### src/rtl/branch_sequencer.sv
// Conditional-branch sequencer: owns NZCV, evaluates condition codes, drives PC redirect then a timed flush.
// Optional BRANCH_STATS_EN adds saturating taken/not-taken counters and their ports.
module branch_sequencer #(
    parameter int ADDR_WIDTH   = 32,
    parameter int FLUSH_CYCLES = 2
) (
    input  logic                  clock,
    input  logic                  reset,
    input  logic                  flag_we,
    input  logic [3:0]            flags_in,
    input  logic                  br_valid,
    output logic                  br_ready,
    input  logic [5:0]            br_cond,
    input  logic [ADDR_WIDTH-1:0] br_target,
    output logic                  pc_load,
    output logic [ADDR_WIDTH-1:0] pc_target,
    input  logic                  fetch_ready,
    output logic                  flush,
    output logic                  resolved,
    output logic                  taken,
`ifdef BRANCH_STATS_EN
    output logic [15:0]           stat_taken,
    output logic [15:0]           stat_not_taken,
`endif
    output logic [3:0]            flags
);

    localparam logic [1:0] IDLE     = 2'd0;
    localparam logic [1:0] REDIRECT = 2'd1;
    localparam logic [1:0] FLUSH    = 2'd2;
    localparam logic [3:0] FLUSH_LAST = 4'(FLUSH_CYCLES - 1);

    logic [1:0]            state;
    logic [3:0]            flags_q;
    logic [3:0]            eff;
    logic [3:0]            cnt;
    logic [ADDR_WIDTH-1:0] target_q;
    logic                  nt_pulse;
    logic                  cond_pass;
    logic                  last_flush;

    // Same-cycle forwarding from the ALU write port.
    assign eff = flag_we ? flags_in : flags_q;

    always_comb begin
        cond_pass = 1'b0;
        case (br_cond)
            6'd0:    cond_pass = eff[2];
            6'd1:    cond_pass = !eff[2];
            6'd2:    cond_pass = eff[1];
            6'd3:    cond_pass = !eff[1];
            6'd4:    cond_pass = eff[3];
            6'd5:    cond_pass = !eff[3];
            6'd6:    cond_pass = eff[0];
            6'd7:    cond_pass = !eff[0];
            6'd8:    cond_pass = eff[1] && !eff[2];
            6'd9:    cond_pass = !eff[1] || eff[2];
            6'd10:   cond_pass = eff[3] == eff[0];
            6'd11:   cond_pass = eff[3] != eff[0];
            6'd12:   cond_pass = !eff[2] && (eff[3] == eff[0]);
            6'd13:   cond_pass = eff[2] || (eff[3] != eff[0]);
            6'd14,
            6'd15:   cond_pass = 1'b1;
            default: cond_pass = 1'b0;
        endcase
    end

    always_ff @(posedge clock or posedge reset) begin
        if (reset) begin
            state    <= IDLE;
            flags_q  <= 4'b0000;
            target_q <= '0;
            cnt      <= 4'd0;
            nt_pulse <= 1'b0;
        end else begin
            if (flag_we) flags_q <= flags_in;
            nt_pulse <= 1'b0;
            case (state)
                IDLE: if (br_valid) begin
                    target_q <= br_target;
                    if (cond_pass) state <= REDIRECT;
                    else           nt_pulse <= 1'b1;
                end
                REDIRECT: if (fetch_ready) begin
                    state <= FLUSH;
                    cnt   <= FLUSH_LAST;
                end
                FLUSH: begin
                    if (cnt == 4'd0) state <= IDLE;
                    else             cnt   <= cnt - 4'd1;
                end
                default: state <= IDLE;
            endcase
        end
    end

    // Outputs decode straight from registers; resolved coincides with the final flush cycle.
    assign last_flush = (state == FLUSH) && (cnt == 4'd0);
    assign br_ready   = (state == IDLE);
    assign pc_load    = (state == REDIRECT);
    assign flush      = (state == FLUSH);
    assign resolved   = nt_pulse || last_flush;
    assign taken      = last_flush;
    assign pc_target  = target_q;
    assign flags      = flags_q;

`ifdef BRANCH_STATS_EN
    always_ff @(posedge clock or posedge reset) begin
        if (reset) begin
            stat_taken     <= 16'd0;
            stat_not_taken <= 16'd0;
        end else if (resolved) begin
            if (taken && stat_taken != 16'hFFFF)
                stat_taken <= stat_taken + 16'd1;
            if (!taken && stat_not_taken != 16'hFFFF)
                stat_not_taken <= stat_not_taken + 16'd1;
        end
    end
`endif

endmodule

### config.mk
export PLATFORM = sky130hd
export DESIGN_NAME = branch_sequencer
export DESIGN_NICKNAME = d
export VERILOG_FILES = /design/src/rtl/branch_sequencer.sv
export SDC_FILE = /design/constraint.sdc
export NUM_CORES = 1
export LEC_CHECK = 0
export CORE_UTILIZATION = 41
export DETAILED_ROUTE_END_ITERATION = 8
export PLACE_DENSITY_LB_ADDON = 0.1
export SYNTH_ARGS = -nofsm -noshare
export SYNTH_HDL_FRONTEND = slang
export SYNTH_SLANG_ARGS = --single-unit
### constraint.sdc
create_clock -name clock -period 2.2 [get_ports clock]
set_clock_uncertainty 0.05 [all_clocks]
set_input_delay 0.22 -clock clock [delete_from_list [all_inputs] [get_ports clock]]
set_output_delay 0.22 -clock clock [all_outputs]
set_load 0.005 [all_outputs]
==> run_results.csv <==
group,metric,value,unit
power,total_power,3.36,mW
worst_setup_path,cp.arrival,1.70,ns
detailed_routing,wirelength,4.32,mm
detailed_routing,dr_total_vias,1458,
synthesis,yosys_warnings,0,
cts,clock_latency,0.29,ns
sta,maxSlewHeadroom,50.2,%
finish,multi_input_area,769,µm²
synthesis,syn_inst,139,
synthesis,seq_area_frac_synth,56.8,%
finish,register_area,0.00108,mm²
cts,numCtsBuffers,5,
worst_setup_path,crit_required,1.93,ns
sta,report.final.slew_viol_count,0,
grt,grt_pass1_wl,7.14,mm
worst_setup_path,critical_path_buf_inv_count,2,
power,p_per_area,1110,mW/mm²
floorplanning,core_area,0.00438,mm²
synthesis,synth_edf_count,0,
floorplanning,die_w,70.0,µm
place,placed_area,0.00285,mm²
finish,drive_above_1_share,25.2,%
worst_setup_path,critPathKind,"flop to primary output",
worst_setup_path,slowest_delay,0.40,ns
detailed_routing,vias_per_cell,5.03,
grt,grt-ovfl-total,0,
cts,clk_path_buf_depth,2,
finish,final_net_count,285,
cts,clkTransAtPathRegs,0.08,ns
detailed_routing,drc,0,
power,peakVddDrop,0.643,mV
power,p_leak,1.29,nW
run,drv_cap,0,
synthesis,synth_area_leaders,"dfrtp_1, mux2_2, mux4_2",
synthesis,ys.flop_type,"dfrtp_1",
worst_setup_path,worst_r2r_path_depth,7,
place,place_congestion,0.786,
place,post-place-ws,-0.00403,ns
grt,grt_use_total,18.9,%
worst_setup_path,cp_cell_sequence,"inv_1 -> ha_2 -> or3b_4 -> nor2_4 -> or2_2 -> dlygate4sd2_1",
synthesis,synth_seq_cells,43,
floorplanning,start_util,43.2,%
finish,diodes,0,
detailed_routing,drtPass1Iterations,4,
place,portBuffers,87,
cts,cts_tree,"done",
cts,cts_hold_buffers,0,
cts,numClockSinks,43,
worst_setup_path,crit_cells,6,
place,hpwl,3.37,mm
synthesis,syn_nets,187,
sta,hold_viol,0,
worst_setup_path,startpoint_type,"flop",
synthesis,async_flop_share,100,%
sta,whs,0.216,ns
detailed_routing,antenna_left,0,
sta,setup_ws,0.229,ns
worst_setup_path,crit_fanout,2,
worst_setup_path,cpMaxStageDelayCell,"or3b_4",
finish,area_delta_synth_final,60.0,%
synthesis,syn-cell-area,0.00189,mm²
floorplanning,dieArea,0.00489,mm²
sta,fin_crit,1.97,ns
finish,fin_area,0.00303,mm²
sta,rsz0062_at_grt,"no",
grt,grt_max_degree,26,
floorplanning,ios,88,
detailed_routing,wl_per_cell,14.9,µm
synthesis,yosysMostFrequentCell,"dfrtp_1",
detailed_routing,first_iter_violations,23,
worst_setup_path,path_delay_family,"simple AND/OR/NAND/NOR gates",
floorplanning,dieHeight,70.0,µm
cts,cts_root_buffer,"clkbuf_8",
floorplanning,rows,24,
grt,grt_pass1_vias,1532,
sta,tightest_slew,0.743,ns
grt,antenna_found_initial,0,
finish,fillers,326,
synthesis,synth.top_cells.by_count,"dfrtp_1, mux2_2, inv_1, nor2_1, nand2_1",
worst_setup_path,cp-end-kind,"primary output",
finish,fin_util,69.1,%
synthesis,syn_avg_cell_area,13.6,µm²
run_status,outcome,"finished, final reports clean",
sta,post-route-period-util,89.6,%
cts,htreeDepth,2,
synthesis,synthDistinctLibCells,31,
worst_hold_path,hp-class,"input pin to asynchronous set/reset pin",
sta,setup_viol,0,
synthesis,synth_top_area_cell,"dfrtp_1",
synthesis,yosysTopAreaCellShare,56.8,%
sta,clock.fmax,507,MHz
[power by group]
part           leakage (nW)  total, mW  internal [mW]  switching [mW]
Sequential            0.510       1.26           1.09           0.167
Clock                0.0654      0.706          0.453           0.252
Combinational         0.712       1.39          0.940           0.455
Total                  1.29       3.36           2.49           0.875
[cell type report]
| class | instances | share of cell area [%] |
|---|---|---|
| clock buffers | 6 | 2.40 |
| clock inverters | 2 | 1.98 |
| inverters | 7 | 0.867 |
| multi-input cells | 83 | 25.4 |
| flip-flops and latches | 43 | 35.5 |
| well taps | 52 | 2.15 |
| repair buffers | 97 | 31.7 |
[through the flow]
step	std cells	TNS, ns
2_1_floorplan	139	0
3_3_place_gp	278	0
3_5_place_dp	278	-0.00403
4_1_cts	290	0
5_1_grt	290	0
6_report	290	0
[layer usage]
layer / track usage, % / part of all wire [%] / vias up
met1: 20.2 / 37 / 709
li1: - / - / 690
met5: 0 / 0 / -
met2: 35.3 / 55 / 52
met4: 6.67 / 1.4 / 0
met3: 5.19 / 6.8 / 7
[worst paths after layout]
| kind | start | end | slack (ns) |
|---|---|---|---|
| worst max-delay path | cnt[0] | resolved | 0.23 |
| worst min-delay path | reset | pc_target[19] | 0.22 |
| worst max register to register | cnt[0] | cnt[1] | 0.40 |
| worst min register to register | pc_target[27] | pc_target[27] | 0.46 |
| max in group asynchronous | reset | pc_target[29] | 1.37 |
| min in group clock | pc_target[27] | pc_target[27] | 0.46 |
[sequential cells by signal, indices dropped and copies added (netlist names)]
signal / flops
pc_target: 32
nt_pulse: 1
cnt: 4
flags: 4
state: 2
[worst register-to-register path, cell delays in order (launching register included)]
cell and delay [ns]:
dfrtp_1 0.39, inv_1 0.06, ha_2 0.16, or3b_4 0.40, buf_4 0.15, nand2_1 0.09, nand2_1 0.11, mux2_2 0.28
[cells in the final DEF (no fill, tap or decap), types with 2 or more instances in the layout]
| cell | instances |
|---|---|
| dfrtp_1 | 43 |
| a221oi_1 | 2 |
| nand2_1 | 6 |
| mux2i_1 | 2 |
| bufinv_16 | 2 |
| buf_4 | 9 |
| xnor2_1 | 5 |
| or3_1 | 2 |
| mux2_2 | 36 |
| inv_1 | 6 |
| clkdlybuf4s50_1 | 85 |
| mux4_2 | 2 |
| clkbuf_8 | 5 |
| nand2b_1 | 2 |
| nor2_1 | 6 |
| nor2b_1 | 3 |
[cells by family after synthesis]
kind of cell	synth area share, %
adder cells (fa/ha/maj)	0.661
AND/OR/NAND/NOR	6.68
multiplexers	24.9
flip-flops	56.8
AO/OA/AOI/OAI	5.02
buffers and inverters	3.17
XOR/XNOR	2.78
[repair_timing]
item                       in CTS  in global routing
setup buffers                   4                  0
setup endpoints to repair       2                  1
gates cloned                    0                  0
pin swaps                       1                  0
gates resized for setup         5                  1
Power figures use the tool's default switching activity.
